**config.mk**
```make
export PLATFORM = sky130hd
export DESIGN_NAME = punc_control1
export DESIGN_NICKNAME = d
export VERILOG_FILES = /design/src/rtl/punc_control1_pkg.sv /design/src/rtl/punc_ctrl_decode.sv /design/src/rtl/punc_control1.sv
export SDC_FILE = /design/constraint.sdc
export NUM_CORES = 1
export LEC_CHECK = 0
export CELL_PAD_IN_SITES_DETAIL_PLACEMENT = 0
export CELL_PAD_IN_SITES_GLOBAL_PLACEMENT = 2
export CORE_ASPECT_RATIO = 1.25
export CORE_MARGIN = 4
export CORE_UTILIZATION = 17
export DETAILED_ROUTE_END_ITERATION = 16
export PLACE_DENSITY_LB_ADDON = 0.12
export REMOVE_ABC_BUFFERS = 1
export SLEW_MARGIN = 0
export SYNTH_ARGS = -nofsm -noshare
export SYNTH_HDL_FRONTEND = slang
export SYNTH_HIERARCHICAL = 1
export SYNTH_SLANG_ARGS = --single-unit
export TNS_END_PERCENT = 5
```
**constraint.sdc**
```tcl
create_clock -name clk -period 4.9 [get_ports clk]
set_clock_uncertainty 0.15 [all_clocks]
set_input_delay 0.98 -clock clk [delete_from_list [all_inputs] [get_ports clk]]
set_output_delay 0.98 -clock clk [all_outputs]
set_load 0.1 [all_outputs]
```
**src/rtl/punc_control1_pkg.sv**
```systemverilog
// Shared defines for the PUNC controller: state encodings, opcodes, mux selects,
// ALU and sign-extension selects, and the control word passed from decode to top.
package punc_control1_pkg;

    typedef enum logic [2:0] {
        StInit     = 3'd0,
        StFetch    = 3'd1,
        StDecode   = 3'd2,
        StExecute  = 3'd3,
        StExecute2 = 3'd4,
        StHalt     = 3'd5
    } state_e;

    localparam logic [3:0] OpBr   = 4'b0000;
    localparam logic [3:0] OpAdd  = 4'b0001;
    localparam logic [3:0] OpLd   = 4'b0010;
    localparam logic [3:0] OpSt   = 4'b0011;
    localparam logic [3:0] OpJsr  = 4'b0100;
    localparam logic [3:0] OpAnd  = 4'b0101;
    localparam logic [3:0] OpLdr  = 4'b0110;
    localparam logic [3:0] OpStr  = 4'b0111;
    localparam logic [3:0] OpRsv8 = 4'b1000;
    localparam logic [3:0] OpNot  = 4'b1001;
    localparam logic [3:0] OpLdi  = 4'b1010;
    localparam logic [3:0] OpSti  = 4'b1011;
    localparam logic [3:0] OpJmp  = 4'b1100;
    localparam logic [3:0] OpRsvD = 4'b1101;
    localparam logic [3:0] OpLea  = 4'b1110;
    localparam logic [3:0] OpHalt = 4'b1111;

    localparam logic [2:0] MemAddrPc       = 3'd0;
    localparam logic [2:0] MemAddrPcAdder  = 3'd1;
    localparam logic [2:0] MemAddrIndirect = 3'd2;
    localparam logic [2:0] MemAddrRData    = 3'd3;
    localparam logic [2:0] MemAddrAluC     = 3'd4;

    localparam logic [1:0] RfWdAluC    = 2'd0;
    localparam logic [1:0] RfWdPc      = 2'd1;
    localparam logic [1:0] RfWdMem     = 2'd2;
    localparam logic [1:0] RfWdPcAdder = 2'd3;

    localparam logic [1:0] AluPass = 2'd0;
    localparam logic [1:0] AluAdd  = 2'd1;
    localparam logic [1:0] AluAnd  = 2'd2;
    localparam logic [1:0] AluNot  = 2'd3;

    localparam logic [3:0] SextImm5  = 4'b1000;
    localparam logic [3:0] SextOff6  = 4'b0100;
    localparam logic [3:0] SextOff9  = 4'b0010;
    localparam logic [3:0] SextOff11 = 4'b0001;

    typedef struct packed {
        logic        mem_wr_en;
        logic [2:0]  mem_r_addr_sel;
        logic        state2_sti;
        logic        str;
        logic [2:0]  rf_wr_addr;
        logic [2:0]  rf_r_addr_0;
        logic [2:0]  rf_r_addr_1;
        logic        rf_wr_en;
        logic [1:0]  rf_w_data_sel;
        logic        ir_ld;
        logic        pc_ld;
        logic        pc_clr;
        logic        pc_up;
        logic        jmp_ret_jsrr;
        logic        add_const;
        logic [1:0]  alu_sel;
        logic        cc_en;
        logic        n;
        logic        z;
        logic        p;
        logic [10:0] const_n;
        logic [3:0]  sext_select;
    } ctrl_t;

    // LDI and STI need a second execute cycle for the indirect access.
    function automatic logic needs_execute2(logic [3:0] opcode);
        return (opcode == OpLdi) || (opcode == OpSti);
    endfunction

endpackage

```
**src/rtl/punc_ctrl_decode.sv**
```systemverilog
// Combinational control-word decode for the PUNC controller: (state, ir) -> control word.
// All controls are held at zero while rst is high so no write can escape a reset cycle.
module punc_ctrl_decode
    import punc_control1_pkg::*;
(
    input  state_e      state,
    input  logic        rst,
    input  logic [15:0] ir,
    output ctrl_t       ctrl
);

    logic [3:0] opcode;
    assign opcode = ir[15:12];

    // Output decode; anything not driven for a state stays zero.
    always_comb begin
        ctrl = '0;
        if (!rst) begin
            ctrl.const_n = ir[10:0];
            case (state)
                StInit: ctrl.pc_clr = 1'b1;
                StFetch: begin
                    ctrl.mem_r_addr_sel = MemAddrPc;
                    ctrl.ir_ld          = 1'b1;
                    ctrl.pc_up          = 1'b1;
                end
                StExecute: begin
                    case (opcode)
                        OpAdd, OpAnd, OpNot: begin
                            ctrl.rf_wr_en      = 1'b1;
                            ctrl.rf_wr_addr    = ir[11:9];
                            ctrl.rf_r_addr_0   = ir[8:6];
                            ctrl.rf_r_addr_1   = ir[2:0];
                            ctrl.add_const     = (opcode == OpNot) ? 1'b0 : ir[5];
                            ctrl.sext_select   = SextImm5;
                            ctrl.alu_sel       = (opcode == OpAdd) ? AluAdd :
                                                 (opcode == OpAnd) ? AluAnd : AluNot;
                            ctrl.rf_w_data_sel = RfWdAluC;
                            ctrl.cc_en         = 1'b1;
                        end
                        OpBr: begin
                            // Taken/not-taken is resolved by the datapath CC logic.
                            {ctrl.n, ctrl.z, ctrl.p} = ir[11:9];
                            ctrl.sext_select         = SextOff9;
                        end
                        OpJmp: begin
                            ctrl.rf_r_addr_0  = ir[8:6];
                            ctrl.alu_sel      = AluPass;
                            ctrl.jmp_ret_jsrr = 1'b1;
                            ctrl.pc_ld        = 1'b1;
                        end
                        OpJsr: begin
                            ctrl.rf_wr_en      = 1'b1;
                            ctrl.rf_wr_addr    = 3'd7;
                            ctrl.rf_w_data_sel = RfWdPc;
                            ctrl.pc_ld         = 1'b1;
                            if (ir[11]) begin
                                ctrl.sext_select = SextOff11;
                            end else begin
                                ctrl.rf_r_addr_0  = ir[8:6];
                                ctrl.alu_sel      = AluPass;
                                ctrl.jmp_ret_jsrr = 1'b1;
                            end
                        end
                        OpLd: begin
                            ctrl.mem_r_addr_sel = MemAddrPcAdder;
                            ctrl.sext_select    = SextOff9;
                            ctrl.rf_w_data_sel  = RfWdMem;
                            ctrl.rf_wr_en       = 1'b1;
                            ctrl.rf_wr_addr     = ir[11:9];
                        end
                        OpLdr: begin
                            ctrl.mem_r_addr_sel = MemAddrAluC;
                            ctrl.rf_r_addr_0    = ir[8:6];
                            ctrl.add_const      = 1'b1;
                            ctrl.sext_select    = SextOff6;
                            ctrl.alu_sel        = AluAdd;
                            ctrl.rf_w_data_sel  = RfWdMem;
                            ctrl.rf_wr_en       = 1'b1;
                            ctrl.rf_wr_addr     = ir[11:9];
                        end
                        OpLdi, OpSti: begin
                            // First half of an indirect access: fetch the pointer.
                            ctrl.mem_r_addr_sel = MemAddrPcAdder;
                            ctrl.sext_select    = SextOff9;
                        end
                        OpLea: begin
                            ctrl.sext_select   = SextOff9;
                            ctrl.rf_w_data_sel = RfWdPcAdder;
                            ctrl.rf_wr_en      = 1'b1;
                            ctrl.rf_wr_addr    = ir[11:9];
                        end
                        OpSt: begin
                            ctrl.mem_wr_en   = 1'b1;
                            ctrl.sext_select = SextOff9;
                            ctrl.rf_r_addr_0 = ir[11:9];
                            ctrl.alu_sel     = AluPass;
                        end
                        OpStr: begin
                            ctrl.str         = 1'b1;
                            ctrl.mem_wr_en   = 1'b1;
                            ctrl.rf_r_addr_0 = ir[8:6];
                            ctrl.rf_r_addr_1 = ir[11:9];
                            ctrl.add_const   = 1'b1;
                            ctrl.sext_select = SextOff6;
                            ctrl.alu_sel     = AluAdd;
                        end
                        OpRsv8, OpRsvD: ;
                        default: ;
                    endcase
                end
                StExecute2: begin
                    if (opcode == OpLdi) begin
                        ctrl.mem_r_addr_sel = MemAddrIndirect;
                        ctrl.rf_w_data_sel  = RfWdMem;
                        ctrl.rf_wr_en       = 1'b1;
                        ctrl.rf_wr_addr     = ir[11:9];
                    end else if (opcode == OpSti) begin
                        ctrl.state2_sti  = 1'b1;
                        ctrl.mem_wr_en   = 1'b1;
                        ctrl.rf_r_addr_0 = ir[11:9];
                        ctrl.alu_sel     = AluPass;
                    end
                end
                default: ;
            endcase
        end
    end

endmodule

```
**src/rtl/punc_control1.sv**
```systemverilog
// PUNC controller top: state register and next-state logic; outputs come from
// punc_ctrl_decode. Define PUNC_CTRL_STATE_DEBUG_EN to expose state_debug[2:0].
module punc_control1
    import punc_control1_pkg::*;
(
    input  logic        clk,
    input  logic        rst,
    input  logic [15:0] ir,
    output logic        mem_wr_en,
    output logic [2:0]  mem_r_addr_sel,
    output logic        state2_STI,
    output logic        STR,
    output logic [2:0]  RF_wr_addr,
    output logic [2:0]  RF_r_addr_0,
    output logic [2:0]  RF_r_addr_1,
    output logic        RF_wr_en,
    output logic [1:0]  RF_w_data_sel,
    output logic        ir_ld,
    output logic        pc_ld,
    output logic        pc_clr,
    output logic        pc_up,
    output logic        JMP_RET_JSRR,
    output logic        add_const,
    output logic [1:0]  alu_sel,
    output logic        cc_en,
    output logic        n,
    output logic        z,
    output logic        p,
    output logic [10:0] const_n,
`ifdef PUNC_CTRL_STATE_DEBUG_EN
    output logic [2:0]  state_debug,
`endif
    output logic [3:0]  SEXT_Select
);

    state_e state_q, state_d;
    ctrl_t  ctrl;

    // State register with synchronous reset.
    always_ff @(posedge clk) begin
        if (rst) state_q <= StInit;
        else     state_q <= state_d;
    end

    // Next-state sequencing.
    always_comb begin
        state_d = state_q;
        case (state_q)
            StInit:     state_d = StFetch;
            StFetch:    state_d = StDecode;
            StDecode:   state_d = (ir[15:12] == OpHalt) ? StHalt : StExecute;
            StExecute:  state_d = needs_execute2(ir[15:12]) ? StExecute2 : StFetch;
            StExecute2: state_d = StFetch;
            StHalt:     state_d = StHalt;
            default:    state_d = StInit;
        endcase
    end

    punc_ctrl_decode u_decode (
        .state (state_q),
        .rst   (rst),
        .ir    (ir),
        .ctrl  (ctrl)
    );

    assign mem_wr_en      = ctrl.mem_wr_en;
    assign mem_r_addr_sel = ctrl.mem_r_addr_sel;
    assign state2_STI     = ctrl.state2_sti;
    assign STR            = ctrl.str;
    assign RF_wr_addr     = ctrl.rf_wr_addr;
    assign RF_r_addr_0    = ctrl.rf_r_addr_0;
    assign RF_r_addr_1    = ctrl.rf_r_addr_1;
    assign RF_wr_en       = ctrl.rf_wr_en;
    assign RF_w_data_sel  = ctrl.rf_w_data_sel;
    assign ir_ld          = ctrl.ir_ld;
    assign pc_ld          = ctrl.pc_ld;
    assign pc_clr         = ctrl.pc_clr;
    assign pc_up          = ctrl.pc_up;
    assign JMP_RET_JSRR   = ctrl.jmp_ret_jsrr;
    assign add_const      = ctrl.add_const;
    assign alu_sel        = ctrl.alu_sel;
    assign cc_en          = ctrl.cc_en;
    assign n              = ctrl.n;
    assign z              = ctrl.z;
    assign p              = ctrl.p;
    assign const_n        = ctrl.const_n;
    assign SEXT_Select    = ctrl.sext_select;

`ifdef PUNC_CTRL_STATE_DEBUG_EN
    assign state_debug = state_q;
`endif

endmodule

```
==> flow_metrics.tcl <==
set metrics [dict create \
    fin_tns_setup_ps 0 \
    worstPathArrival_ps 3250 \
    synth_top_area_share_pct 15.1 \
    layout.cells.non_filler 228 \
    multi_input_area_um2 669 \
    cp_data_required_time_ps 3770 \
    crit_family "compound AO/OA/AOI/OAI gates" \
    post_cts_resized 0 \
    avgSynthCellArea_um2 7.37 \
    grt_pass1_vias 1078 \
    async_flop_share_pct 0 \
    r2r_end "state_q[0]" \
    drt-total-wl_um 3530 \
    drv_cap 0 \
    synth_compound_area_share_pct 28.9 \
    ys_warn_count 6 \
    ios 63 \
    gp_congestion 0.715 \
    syn_inst 107 \
    drc 0 \
    largest_register_ff_count 3 \
    fin_nets 189 \
    synth-xor-area-share_pct 1.11 \
    clk_path_buf_depth 2 \
    r2r_start "state_q[1]" \
    reg_top3 "state_q: 3 flops" \
    grtUsageTotal_pct 12.0 \
    grt-busiest-layer "met2" \
    synthMuxAreaShare_pct 3.97 \
    hp-class "reg2reg" \
    synth_top_family_by_area "simple AND/OR/NAND/NOR gates" \
    worstRegToRegCells 2 \
    fin_ws_ps 525 \
    placed_cells 224 \
    n_antenna_cell 0 \
    p_leak_nw 0.658 \
    via_per_inst 4.70 \
    antenna_found_initial 0 \
    dp_slack_ps 490 \
    crit_fanout 13 \
    min_from "state_q[2]" \
    cts_tree "done" \
    finalHoldViolations 0 \
    r2r_slack_ps 3630 \
    vias 1071 \
    synth_simple_gate_area_share_pct 51.0 \
    numCtsBuffers 3 \
    gr-total-overflow 0 \
    die_h_um 84.1 \
    grt_max_degree 19 \
    met1_usage_pct 15.0 \
    grt_pass1_wl_um 5550 \
    yosysSeqAreaShare_pct 7.62 \
    hpwl_um 2820 \
    synth.area.top_cells "nor2b_1 15%, dfxtp_1 7.6%, a31oi_1 5.6%, a32o_1 3.8%, nor4bb_1 3.8%" \
    crit_chain "clkdlybuf4s50_1 > nand4bb_4 > a2111oi_4 > a21boi_1 > buf_12" \
    max_clock_freq_mhz 229 \
    start_util_pct 17.7 \
    fp-row-count 27 \
    largest_register "state_q" \
    clk_pin_slew_ps 30 \
    period_minus_slack_ps 4380 \
    worstSkewPairLatency_ps 210 \
    cts.sinks 3 \
    yosysUniqueCellTypes 40 \
    syn_area_um2 788 \
    cpPeakStageDelay_ps 640 \
    wl_per_cell_um 15.5 \
    status "finished, final reports clean" \
    whs_endpoint "state_q[1]" \
    postCtsHoldBufs 0 \
    post-route-util_pct 37.1 \
    rsz0062_at_grt "false" \
    start_kind "input pin" \
    ys.flop_type "dfxtp_1" \
    powerDensity_nw_per_um2 145 \
    worst-path-buf-inv 2 \
    end_kind "output pin" \
    regArea_um2 60.1 \
    synth_fa_ha_area_share_pct 0 \
    hold_depth 1 \
    place_area_um2 1610 \
    ant_nets 0 \
    synth_edf_count 0 \
    drive_gt1_share_pct 34.1 \
    fill_cells 484 \
    use_met2_pct 21.5 \
    ir_worst_vdd_v 0.000142 \
    cts.htree.levels 1 \
    relSlewSlack_pct 46.5 \
    yosysTopAreaCell "nor2b_1" \
    dieArea_um2 5800 \
    use_met3_pct 1.20 \
    cpMaxStageDelayCell "clkdlybuf4s50_1" \
    worst_slew_pin_slew_ps 782 \
    syn2layout_area_growth_pct 110 \
    drt-pass1-iter-count 4 \
    worst-setup-path-type "in2out" \
    fin_area_um2 1650 \
    io_buffers 62 \
    whs_ps 530 \
    period_share_pct 89.3 \
    cts_root_buf "clkbuf_8" \
    synth_seq_cells 3 \
    drt_iter0_markers 56 \
    finalPower_uw 239 \
    final_max_slew_viol_count 0 \
    setup_viol 0 \
    postCtsSetupBuffers 0 \
    die_w_um 68.9 \
    core-area_um2 4460 \
]
[cells in the mapped netlist (3+ instances only)]
cell type	count
a22o_1	3
a31oi_1	7
a32o_1	3
and2_1	3
buf_4	3
dfxtp_1	3
inv_1	5
nand2_1	5
nand3_1	4
nor2_1	5
nor2b_1	19
nor3_1	5
nor4b_1	3
nor4bb_1	3
o21ai_0	3
[power by group]
group	total [mW]	switching [mW]	internal (mW)
combinational	0.135	0.0938	0.0415
clock	0.0716	0.0161	0.0555
sequential	0.0325	0.00620	0.0263
[how the worst max path moves through the flow]
stage          from          to  slack [ps]  depth (start not counted)
6_report        rst  alu_sel[1]         520                          5
5_1_grt         rst  alu_sel[1]         360                          5
4_1_cts         rst  alu_sel[1]         480                          5
3_5_place_dp    rst  alu_sel[1]         490                          5
3_3_place_gp    rst  alu_sel[1]         570                          5
2_1_floorplan   rst       ir_ld       -3380                          1
[cells in the final DEF, fill, tap and decap left out, types with 3 or more instances in the layout]
cell / count
nand3_1: 4
o21ai_0: 3
buf_12: 20
clkbuf_8: 3
clkdlybuf4s50_1: 17
and2_1: 3
nor4b_1: 3
dfxtp_1: 3
a22o_1: 3
inv_1: 5
a32o_1: 3
nor2_1: 5
nor2b_1: 19
a31oi_1: 7
nor4bb_1: 3
nor3_1: 5
buf_4: 29
nand2_1: 5
[worst reg2reg max path, delay by kind of cell (launching register included)]
family	cells	cell delay, ps
compound gates	2	420
flops	1	600
[metal layers]
metal  part of all wire, %  up-vias  wire length [um]
met5                     0        -                 0
met4                     0        0                 0
met3                   4.5        0               158
met2                    54       26              1910
met1                    41      508              1460
li1                      -      537                 -
[cells by family after synthesis]
family	count (synthesis)
muxes	3
buffers and inverters	12
xor gates and xnor gates	1
DFF	3
AOI/OAI and AO/OA	28
and+or+nand+nor	60
[area by class of cell]
class	count	area share (%)
Sequential cell	3	3.63
Clock buffer	4	2.72
Multi-Input combinational cell	92	40.5
Tap cell	58	4.39
Timing Repair Buffer	66	47.7
Inverter	5	1.13
(Power assumes the default switching activity.)
